**src/rtl/mem_arbiter.sv**
```systemverilog
// mem_arbiter: round-robin arbiter sharing one synchronous memory port among NCH masters.
// Memory-side outputs are registered; read returns are tagged through a RD_LATENCY-deep pipe.
module mem_arbiter #(
  parameter int WIDTH      = 16,
  parameter int ADDR_WIDTH = 16,
  parameter int NCH        = 2,
  parameter int RD_LATENCY = 1
) (
  input  logic                      clk,
  input  logic                      reset,
  input  logic [NCH-1:0]            req,
  input  logic [NCH-1:0]            we,
  input  logic [NCH*ADDR_WIDTH-1:0] addr,
  input  logic [NCH*WIDTH-1:0]      wdata,
  output logic [NCH-1:0]            gnt,
  output logic [NCH-1:0]            rvalid,
  output logic [WIDTH-1:0]          rdata,
  output logic [ADDR_WIDTH-1:0]     mem_addr,
  output logic [WIDTH-1:0]          mem_wdata,
  output logic                      mem_we,
  input  logic [WIDTH-1:0]          mem_rdata
);
  localparam int CW = (NCH > 1) ? $clog2(NCH) : 1;

  logic [NCH-1:0]                 gnt_q, gnt_d;
  logic [ADDR_WIDTH-1:0]          mem_addr_q, mem_addr_d;
  logic [WIDTH-1:0]               mem_wdata_q, mem_wdata_d;
  logic                           mem_we_q, mem_we_d;
  logic [CW-1:0]                  last_q, last_d;
  logic [RD_LATENCY-1:0]          pv_q, pv_d;
  logic [RD_LATENCY-1:0][CW-1:0]  pc_q, pc_d;

  logic [NCH-1:0] eligible;
  logic           found;
  logic [CW-1:0]  win;
  int unsigned    cand;

  // Search upward from last+1, wrapping; a channel granted this cycle is excluded.
  always_comb begin
    eligible = req & ~gnt_q;
    found    = 1'b0;
    win      = '0;
    cand     = 0;
    for (int unsigned i = 1; i <= NCH; i++) begin
      cand = 32'(last_q) + i;
      if (cand >= 32'(NCH)) cand = cand - 32'(NCH);
      if (!found && eligible[CW'(cand)]) begin
        found = 1'b1;
        win   = CW'(cand);
      end
    end
  end

  always_comb begin
    gnt_d       = '0;
    mem_we_d    = 1'b0;
    mem_addr_d  = mem_addr_q;
    mem_wdata_d = mem_wdata_q;
    last_d      = last_q;
    if (found) begin
      gnt_d[win]  = 1'b1;
      mem_we_d    = we[win];
      mem_addr_d  = addr[win*ADDR_WIDTH +: ADDR_WIDTH];
      mem_wdata_d = wdata[win*WIDTH +: WIDTH];
      last_d      = win;
    end
    // Stage 0 captures the access currently on the memory port; last_q names its channel.
    pv_d    = '0;
    pc_d    = '0;
    pv_d[0] = (|gnt_q) & ~mem_we_q;
    pc_d[0] = last_q;
    for (int unsigned s = 1; s < RD_LATENCY; s++) begin
      pv_d[s] = pv_q[s-1];
      pc_d[s] = pc_q[s-1];
    end
  end

  always_ff @(posedge clk or posedge reset) begin
    if (reset) begin
      gnt_q       <= '0;
      mem_addr_q  <= '0;
      mem_wdata_q <= '0;
      mem_we_q    <= 1'b0;
      last_q      <= CW'(NCH-1);
      pv_q        <= '0;
      pc_q        <= '0;
    end else begin
      gnt_q       <= gnt_d;
      mem_addr_q  <= mem_addr_d;
      mem_wdata_q <= mem_wdata_d;
      mem_we_q    <= mem_we_d;
      last_q      <= last_d;
      pv_q        <= pv_d;
      pc_q        <= pc_d;
    end
  end

  always_comb begin
    rvalid = '0;
    if (pv_q[RD_LATENCY-1]) rvalid[pc_q[RD_LATENCY-1]] = 1'b1;
  end

  assign gnt       = gnt_q;
  assign mem_addr  = mem_addr_q;
  assign mem_wdata = mem_wdata_q;
  assign mem_we    = mem_we_q;
  assign rdata     = mem_rdata;

endmodule
```
**config.mk**
```make
export PLATFORM = sky130hd
export DESIGN_NAME = mem_arbiter
export DESIGN_NICKNAME = d
export VERILOG_FILES = /design/src/rtl/mem_arbiter.sv
export SDC_FILE = /design/constraint.sdc
export NUM_CORES = 1
export LEC_CHECK = 0
export CAP_MARGIN = 25
export CELL_PAD_IN_SITES_DETAIL_PLACEMENT = 1
export CELL_PAD_IN_SITES_GLOBAL_PLACEMENT = 1
export CORE_ASPECT_RATIO = 0.5
export CORE_MARGIN = 4
export CORE_UTILIZATION = 26
export DETAILED_ROUTE_END_ITERATION = 12
export PLACE_DENSITY_LB_ADDON = 0.25
export SYNTH_ARGS = -nofsm -noshare
export SYNTH_HDL_FRONTEND = slang
export SYNTH_SLANG_ARGS = --single-unit
```
**constraint.sdc**
```tcl
create_clock -name clk -period 4.4 [get_ports clk]
set_clock_uncertainty 0.15 [all_clocks]
set_input_delay 1.32 -clock clk [delete_from_list [all_inputs] [get_ports clk]]
set_output_delay 1.32 -clock clk [all_outputs]
set_load 0.005 [all_outputs]
```
==> flow_summary_export.csv <==
group,metric,value,unit
status,status,"completed",
grt,grt_use_total,0.139,
clocking,cts_resized,0,
routing,dr_total_vias,1548,
synthesis,synth-seq-area-share,0.511,
grt,overflow,0,
synthesis,post_synth_num_cell_types,20,
routing,vias_per_cell,4.78,
routing,antenna_left,0,
cells_and_area,fin_area,2980,µm²
grt,grt_max_degree,39,
timing,tns,0,ns
cells_and_area,layout.nets,317,
timing,max_slew.worst_pin.slew,0.964,ns
place,routabilityCongestion,0.715,
timing,fin_ws,1.43,ns
floorplan,dieArea,8670,µm²
grt,antenna_found_initial,0,
worst_setup_path,cpMaxStageDelayCell,"clkdlybuf4s50_1",
cells_and_area,final_util,0.436,
synthesis,netlist_instances,145,
routing,routed_wl,6.01,mm
floorplan,fp.dieW,128,µm
worst_setup_path,path_delay_family,"compound AO/OA/AOI/OAI gates",
routing,drt-initial-drc-count,119,
clocking,clock_path_buffers,2,
clocking,cts.sinks,38,
clocking,cts_root_buf,"clkbuf_16",
timing,finalHoldViolCount,0,
power,pwr_density_cell,402,nW/µm²
synthesis,synth_area_per_cell,12.9,µm²
clocking,cts_made_buffers,5,
cells_and_area,fill_cells,716,
place,port-buffer-count,106,
cells_and_area,drive_above_1_share,0.0690,
place,placed_area,2830,µm²
synthesis,yosysMostFrequentCell,"dfrtp_1",
timing,maxSlewViolCount,0,
grt,grt_pass1_wl,9.39,mm
worst_setup_path,cp.required,4.41,ns
worst_setup_path,path_cells,"clkdlybuf4s50_1, nor2b_4, a21oi_4, a221o_1",
routing,post-route-drc-count,0,
power,power_leakage,1.17,nW
power,ir_drop,122,µV
synthesis,netlist_top_cells_count,"dfrtp_1 (37), a221o_1 (32), nor3b_1 (32)",
cells_and_area,seq_area,952,µm²
synthesis,ys_warn_count,0,
floorplan,start_util,0.273,
clocking,postCtsSetupBuffers,0,
worst_setup_path,worstPathArrival,2.97,ns
timing,finalCritPeriodShare,0.674,
grt,grt_pass1_vias,1780,
routing,wl_per_cell,18.5,µm
worst_setup_path,start_kind,"input pin",
synthesis,ys.flop_type,"dfrtp_1",
place,place_worst_setup_slack,1.13,ns
place,place.detailed.hpwl,4.27,mm
floorplan,pin_count,139,
floorplan,core-area,6830,µm²
run,drv_cap,0,
synthesis,postSynth.asyncResetShare,1.00,
clocking,clk_latency,0.28,ns
routing,firstDrtPassIters,4,
cells_and_area,multi_input_area,676,µm²
clocking,cts_tree,"built",
floorplan,chipHeight,67.9,µm
synthesis,synth_seq_cells,38,
clocking,clkTransAtPathRegs,0.06,ns
timing,period_minus_slack,2.97,ns
worst_setup_path,endpoint_kind,"flop",
synthesis,yosysTopAreaCellShare,0.497,
worst_setup_path,cp_slowest_stage_delay,0.45,ns
synthesis,synth_edf_count,0,
synthesis,yosysTopAreaCell,"dfrtp_1",
synthesis,synth_nets,231,
cells_and_area,syn_to_final_growth,59.7,%
cells_and_area,diodes,0,
timing,fmax,337,MHz
timing,fin_hold_ws,0.278,ns
clocking,cts.htree.levels,2,
synthesis,synth_area_leaders,"dfrtp_1 (50%), a221o_1 (17%), nor3b_1 (13%)",
worst_setup_path,cp_max_fo,34,
timing,setup_viol,0,
worst_setup_path,worstSetupPathType,"in2reg",
timing,relSlewSlack,0.356,
timing,rsz0062_at_grt,"false",
floorplan,rows,21,
worst_setup_path,critPathBufInv,1,
synthesis,synth_area,1860,µm²
hold_path,hold_class,"reg2reg",
clocking,hold_buffers,0,
## layer usage
| metal | vias to the layer above | GRT usage | wire length (µm) |
|---|---|---|---|
| li1 | 713 | - | - |
| met5 | - | 0 | 0 |
| met3 | 15 | 0.0405 | 345 |
| met4 | 0 | 0.0463 | 62 |
| met1 | 779 | 0.157 | 2360 |
| met2 | 41 | 0.258 | 3240 |
## area by class of cell
| cell class | instances | area share |
|---|---|---|
| multi-input cells | 76 | 0.227 |
| clock inverters | 1 | 0.00168 |
| clock buffers | 7 | 0.0479 |
| inverters | 1 | 0.00126 |
| repair buffers | 109 | 0.364 |
| well taps | 92 | 0.0387 |
| flip-flops and latches | 38 | 0.320 |
## flip-flops by register name (all words and copies together) (netlist names)
name,cells
mem_wdata,16
mem_addr,16
pc_q,1
gnt,2
pv_q,1
mem_we,1
last_q,1
## metrics by stage
stage,cells,total power (W)
floorplan,145,0.000633
finish,324,0.00120
global placement,316,0.000838
global route,324,0.00127
CTS,324,0.00122
detailed placement,316,0.000850
## layout by cell type (no fill, tap or decap), drive strengths merged
master,Yosys,final
nor3b,32,32
mux2i,1,1
clkdlybuf4s50,0,106
o211ai,1,1
a21bo,1,1
nor2,2,2
a221o,32,32
dfstp,1,1
clkinv,0,2
o21a,1,1
dfrtp,37,37
nand2b,1,1
clkbuf,3,7
buf,27,3
and2,1,1
nor2b,3,3
a21oi,1,1
## worst paths after layout
kind                       startpoint          end  slack [ns]  cells past startpoint
setup / recovery               req[0]  mem_addr[0]        1.43                      4
hold / removal                 mem_we         pv_q        0.28                      1
setup reg to reg               gnt[0]  mem_addr[0]        2.51                      3
hold reg to reg                mem_we         pv_q        0.28                      1
max in group asynchronous       reset       last_q        2.43                      3
min in group asynchronous       reset  mem_addr[4]        1.31                      3
## kinds of logic (layout without fill, tap and decap cells)
family / count (synthesis) / count (layout) / share of synthesized area
AO/OA/AOI/OAI: 36 / 36 / 0.198
buffers and inverters: 31 / 118 / 0.131
flip-flops: 38 / 38 / 0.511
multiplexers: 1 / 1 / 0.00537
AND/OR/NAND/NOR: 39 / 39 / 0.155
## worst reg2reg max path, cell delays in order (launching register included)
cell and delay [ns]:
dfrtp_1 0.43, nor2b_4 0.41, a21oi_4 0.33, a221o_1 0.45
## power breakdown
| group | internal, W | switching (W) |
|---|---|---|
| Combinational | 0.000247 | 0.000127 |
| Sequential | 0.000420 | 0.0000412 |
| Clock | 0.000225 | 0.000135 |
Power figures use the tool's default switching activity.
